===== config.mk =====
export PLATFORM = sky130hd
export DESIGN_NAME = ntt_bf_pipe_ctrl
export DESIGN_NICKNAME = d
export VERILOG_FILES = /design/src/rtl/ntt_bf_pipe_ctrl.sv
export SDC_FILE = /design/constraint.sdc
export NUM_CORES = 1
export LEC_CHECK = 0
export ABC_AREA = 0
export ABC_CLOCK_PERIOD_IN_PS = 14430
export CAP_MARGIN = 20
export CORE_ASPECT_RATIO = 0.8
export CORE_UTILIZATION = 34
export DETAILED_ROUTE_END_ITERATION = 16
export PLACE_DENSITY_LB_ADDON = 0.3
export SLEW_MARGIN = 10
export SYNTH_ARGS = -nofsm -noshare
export SYNTH_HDL_FRONTEND = slang
export SYNTH_SLANG_ARGS = --single-unit

===== constraint.sdc =====
create_clock -name clk -period 14.43 [get_ports clk]
set_clock_uncertainty 0.15 [all_clocks]
set_input_delay 2.886 -clock clk [delete_from_list [all_inputs] [get_ports clk]]
set_output_delay 2.886 -clock clk [all_outputs]
set_load 0.005 [all_outputs]

===== src/rtl/ntt_bf_pipe_ctrl.sv =====
// Butterfly pipeline controller for the NTT/INTT engine: issues coefficient and zeta reads,
// delays each descriptor to its write-back slot, and tracks drain, commit count and RAW hazards.
module ntt_bf_pipe_ctrl #(
   parameter int unsigned ADDR_W = 8,
   parameter int unsigned ZETA_W = 7,
   parameter int unsigned RD_LAT = 1,
   parameter int unsigned BF_LAT = 4,
   parameter int unsigned CNT_W  = 10
) (
   input  logic              clk,
   input  logic              rst,
   input  logic              i_valid,
   input  logic [ADDR_W-1:0] i_addr_up,
   input  logic [ADDR_W-1:0] i_addr_dn,
   input  logic [ZETA_W-1:0] i_zeta_idx,
   input  logic              i_last_stage,
   input  logic              i_sel,
   input  logic              i_gen_done,
   output logic              o_rd_en,
   output logic [ADDR_W-1:0] o_rd_addr_a,
   output logic [ADDR_W-1:0] o_rd_addr_b,
   output logic [ZETA_W-1:0] o_zeta_addr,
   output logic              o_bf_mode,
   output logic              o_wr_en,
   output logic [ADDR_W-1:0] o_wr_addr_a,
   output logic [ADDR_W-1:0] o_wr_addr_b,
   output logic              o_scale_en,
   output logic              o_busy,
   output logic              o_done,
   output logic [CNT_W-1:0]  o_bf_count,
   output logic              o_hazard
);

   localparam int unsigned D = RD_LAT + BF_LAT;

   // Read issue stage
   logic              rd_v_q, rd_v_d;
   logic [ADDR_W-1:0] rd_up_q, rd_up_d;
   logic [ADDR_W-1:0] rd_dn_q, rd_dn_d;
   logic [ZETA_W-1:0] rd_zeta_q, rd_zeta_d;
   logic              rd_last_q, rd_last_d;
   logic              rd_sel_q, rd_sel_d;

   // Delay line, entry 0 youngest, entry D-1 is the write-back slot
   logic [D-1:0]      dl_v_q, dl_v_d;
   logic [D-1:0]      dl_last_q, dl_last_d;
   logic [D-1:0]      dl_sel_q, dl_sel_d;
   logic [ADDR_W-1:0] dl_up_q [D];
   logic [ADDR_W-1:0] dl_up_d [D];
   logic [ADDR_W-1:0] dl_dn_q [D];
   logic [ADDR_W-1:0] dl_dn_d [D];

   // Completion and status
   logic              pend_q, pend_d;
   logic              done_q, done_d;
   logic [CNT_W-1:0]  cnt_q, cnt_d;
   logic              haz_q, haz_d;
   logic              haz_hit;

   always_comb begin
      rd_v_d    = i_valid;
      rd_up_d   = rd_up_q;
      rd_dn_d   = rd_dn_q;
      rd_zeta_d = rd_zeta_q;
      rd_last_d = rd_last_q;
      rd_sel_d  = rd_sel_q;
      if (i_valid) begin
         rd_up_d   = i_addr_up;
         rd_dn_d   = i_addr_dn;
         rd_zeta_d = i_zeta_idx;
         rd_last_d = i_last_stage;
         rd_sel_d  = i_sel;
      end
   end

   always_comb begin
      dl_v_d    = {dl_v_q[D-2:0], rd_v_q};
      dl_last_d = {dl_last_q[D-2:0], rd_last_q};
      dl_sel_d  = {dl_sel_q[D-2:0], rd_sel_q};
      dl_up_d[0] = rd_up_q;
      dl_dn_d[0] = rd_dn_q;
      for (int i = 1; i < D; i++) begin
         dl_up_d[i] = dl_up_q[i-1];
         dl_dn_d[i] = dl_dn_q[i-1];
      end
   end

   // The write-back slot still counts as pending: its write lands at the end of this cycle.
   always_comb begin
      haz_hit = 1'b0;
      for (int i = 0; i < D; i++) begin
         if (dl_v_q[i] &&
             (rd_up_q == dl_up_q[i] || rd_up_q == dl_dn_q[i] ||
              rd_dn_q == dl_up_q[i] || rd_dn_q == dl_dn_q[i])) begin
            haz_hit = 1'b1;
         end
      end
      haz_d = haz_q | (rd_v_q & haz_hit);
   end

   always_comb begin
      done_d = pend_q & ~rd_v_q & ~(|dl_v_q) & ~i_valid;
      pend_d = done_d ? 1'b0 : (pend_q | i_gen_done);
      cnt_d  = cnt_q;
      if (done_q) begin
         cnt_d = '0;
      end else if (dl_v_q[D-1]) begin
         cnt_d = cnt_q + 1'b1;
      end
   end

   always_ff @(posedge clk or posedge rst) begin
      if (rst) begin
         rd_v_q    <= 1'b0;
         rd_up_q   <= '0;
         rd_dn_q   <= '0;
         rd_zeta_q <= '0;
         rd_last_q <= 1'b0;
         rd_sel_q  <= 1'b0;
         dl_v_q    <= '0;
         dl_last_q <= '0;
         dl_sel_q  <= '0;
         for (int i = 0; i < D; i++) begin
            dl_up_q[i] <= '0;
            dl_dn_q[i] <= '0;
         end
         pend_q <= 1'b0;
         done_q <= 1'b0;
         cnt_q  <= '0;
         haz_q  <= 1'b0;
      end else begin
         rd_v_q    <= rd_v_d;
         rd_up_q   <= rd_up_d;
         rd_dn_q   <= rd_dn_d;
         rd_zeta_q <= rd_zeta_d;
         rd_last_q <= rd_last_d;
         rd_sel_q  <= rd_sel_d;
         dl_v_q    <= dl_v_d;
         dl_last_q <= dl_last_d;
         dl_sel_q  <= dl_sel_d;
         for (int i = 0; i < D; i++) begin
            dl_up_q[i] <= dl_up_d[i];
            dl_dn_q[i] <= dl_dn_d[i];
         end
         pend_q <= pend_d;
         done_q <= done_d;
         cnt_q  <= cnt_d;
         haz_q  <= haz_d;
      end
   end

   assign o_rd_en     = rd_v_q;
   assign o_rd_addr_a = rd_up_q;
   assign o_rd_addr_b = rd_dn_q;
   assign o_zeta_addr = rd_zeta_q;
   assign o_bf_mode   = dl_sel_q[RD_LAT-1];
   assign o_wr_en     = dl_v_q[D-1];
   assign o_wr_addr_a = dl_up_q[D-1];
   assign o_wr_addr_b = dl_dn_q[D-1];
   assign o_scale_en  = dl_v_q[D-1] & dl_sel_q[D-1] & dl_last_q[D-1];
   assign o_busy      = rd_v_q | (|dl_v_q) | pend_q;
   assign o_done      = done_q;
   assign o_bf_count  = cnt_q;
   assign o_hazard    = haz_q;

endmodule


==> flow_summary.json <==
{
  "tightest_slew_ps": 843,
  "globalplace.congestion": 0.918,
  "synthCells": 466,
  "track_usage": 0.168,
  "floorplan.initialDensity": 0.346,
  "fp.dieH_um": 121,
  "grt_max_degree": 85,
  "die_x_um": 151,
  "finalSetupTns_ps": 0,
  "nFillCells": 1620,
  "path_cells": "nor4_1 -> nand2_1 -> or2_2 -> clkdlybuf4s50_1",
  "cp-start-kind": "flip-flop",
  "dr.pass1.iters": 4,
  "vias_per_cell": 4.68,
  "p_clk_frac": 0.360,
  "routed_wl_mm": 13.6,
  "root_buffer": "clkbuf_16",
  "cpPeakStageDelay_ps": 500,
  "post_synth.cell_area_avg_um2": 12.9,
  "ys_seq_area_frac": 0.559,
  "wl_per_cell_um": 17.7,
  "setup_viol": 0,
  "seqPwrFrac": 0.469,
  "yosysUniqueCellTypes": 26,
  "peakVddDrop_v": 0.0000778,
  "clock_latency_ps": 410,
  "final_cell_mix": "xnor2_1, dfrtp_1, clkdlybuf4s50_1",
  "swShare": 0.269,
  "setup_ws_ps": 9360,
  "mostFrequentLayoutCell": "xnor2_1",
  "crit_buf_inv": 1,
  "hold_viol_final": 0,
  "min_from": "dl_sel_q[2]$_DFF_PP0_",
  "grt_remaining_overflow": 0,
  "portBuffers": 84,
  "clockBufferDepth": 2,
  "postPlaceCellArea_um2": 6840,
  "cp.required_ps": 11390,
  "clock-sinks": 134,
  "dp_slack_ps": 9320,
  "power_frac_comb": 0.171,
  "rsz0062_at_grt": "no",
  "drive_above_1_share": 0.108,
  "path_class": "reg -> out",
  "fin_crit_sh": 0.351,
  "finalCriticalPeriod_ps": 5070,
  "crit_family": "simple AND/OR/NAND/NOR gates",
  "drc": 0,
  "hpwlAfterDp_mm": 9.55,
  "io_pins": 85,
  "grt_first_pass_wirelength_mm": 22.3,
  "holdCritPathClass": "reg -> reg",
  "multi_input_area_um2": 2340,
  "cap_violations": 0,
  "max_freq_mhz": 197,
  "syn2layout_area_growth_pct": 23.0,
  "cts_htree_levels": 4,
  "register_area_um2": 3350,
  "worstPathArrival_ps": 2030,
  "post_cts_buffers": 0,
  "diodes": 0,
  "postLayoutCoreUtil": 0.426,
  "fin_hold_ws_ps": 192,
  "crit_slowest_cell": "dfrtp_1",
  "cts_tree": "built",
  "relSlewSlack": 0.438,
  "synth_area_um2": 6000,
  "crit_start": "dl_v_q[4]$_DFF_PP0_",
  "status": "completed",
  "slew_viol_final": 0,
  "ctsHoldBuffers": 0,
  "cts_buffers": 17,
  "via_count": 3606,
  "clkTransAtPathRegs_ps": 50,
  "fin_area_um2": 7380,
  "drt_iter0_drc": 128,
  "dieArea_um2": 18200,
  "p_leak_nw": 2.81,
  "first_global_vias": 4056,
  "antenna_found_initial": 0,
  "power_switching_mw": 0.283,
  "p_int_mw": 0.769,
  "reg2reg_from": "o_rd_addr_b[2]$_DFFE_PP0P_",
  "cts_resized": 0,
  "power_density_nw_per_um2": 143,
  "rows": 43,
  "ant_nets": 0,
  "worst_setup_path_end_kind": "primary output",
  "core_area_um2": 17300,
  "crit_fanout": 10,
  "ys_warn_count": 0,
  "synth_fp_nets": 496,
  "fin_nets": 565,
  "ys_ff_latch": 134
}
[area by class of cell]
cell class,instances,area share
inverters,1,0.000847
clock buffers,25,0.0671
clock inverters,4,0.00305
flip-flops and latches,134,0.454
well taps,225,0.0381
multi-input cells,294,0.317
repair buffers,87,0.120
[worst paths after layout]
check,to,slack (ps),depth (start not counted)
worst max register to register,o_hazard$_DFF_PP0_,11980,6
min in group asynchronous,dl_up_d[26]$_DFF_PP0_,2770,2
max in group asynchronous,dl_dn_d[4]$_DFF_PP0_,10250,4
worst max-delay path,o_busy,9360,4
worst min register to register,dl_sel_q[3]$_DFF_PP0_,190,0
worst min-delay path,dl_sel_q[3]$_DFF_PP0_,190,0
[worst register-to-register path, delay by kind of cell, from the launching register on]
kind,cells,cell delay [ps]
flip-flops,1,850
AO/OA/AOI/OAI,2,740
AND/OR/NAND/NOR,3,420
XOR/XNOR,1,170
[routing by layer]
metal  global-route usage  share of wire
met1                0.221           0.46
met2                0.253           0.47
met3               0.0525          0.052
met4               0.0745          0.021
met5                    0              0
[per-stage QoR]
stage | power (mW) | std cells
global route | 1.11 | 770
detailed placement | 0.682 | 740
floorplan | 0.604 | 466
CTS | 1.07 | 769
global placement | 0.676 | 740
finish | 1.05 | 770
[synth_stat cells]
library cell,instances,area [um^2]
and4_1,1,8.76
nor2_1,31,116
o41ai_2,4,65.1
nand4_1,39,244
and3_1,1,6.26
clkbuf_1,5,18.8
buf_4,20,150
xnor2_1,147,1290
a211o_1,1,8.76
buf_6,12,135
mux2_2,25,282
xor2_1,21,184
ha_1,1,12.5
nor4_1,5,31.3
inv_1,1,3.75
o21ai_0,1,5.00
a21oi_1,4,20.0
nand2_1,5,18.8
or2_2,1,6.26
dfrtp_1,134,3350
nor3b_1,1,7.51
mux2i_1,1,10.0
and2_1,1,6.26
or3_1,1,6.26
nand3_1,2,10.0
nor3_1,1,5.00
[kinds of logic (layout without fill, tap and decap cells)]
kind of cell             after synthesis  count (layout)  synth area share
buffers and inverters                 38             117            0.0513
XOR/XNOR                             168             168             0.245
multiplexers                          26              26            0.0486
flip-flops                           134             134             0.559
adder cells (fa/ha/maj)                1               1           0.00208
AND/OR/NAND/NOR                       89              89            0.0778
AO/OA/AOI/OAI                         10              10            0.0165
[power groups by stage]
stage	combinational, mW	sequential, mW	clock [mW]
6_report	0.180	0.494	0.379
3_5_place_dp	0.180	0.502	0
4_1_cts	0.182	0.495	0.389
5_1_grt	0.199	0.503	0.407
2_1_floorplan	0.139	0.465	0
3_3_place_gp	0.177	0.499	0
[registers in the layout, summed over array words and instances, names as in the netlist, 7 cells and up]
| name | count |
|---|---|
| dl_up_d | 32 |
| o_wr_addr_a | 8 |
| o_rd_addr_a | 8 |
| o_bf_count | 10 |
| o_rd_addr_b | 8 |
| o_wr_addr_b | 8 |
| o_zeta_addr | 7 |
| dl_dn_d | 32 |
Power figures use the tool's default switching activity.
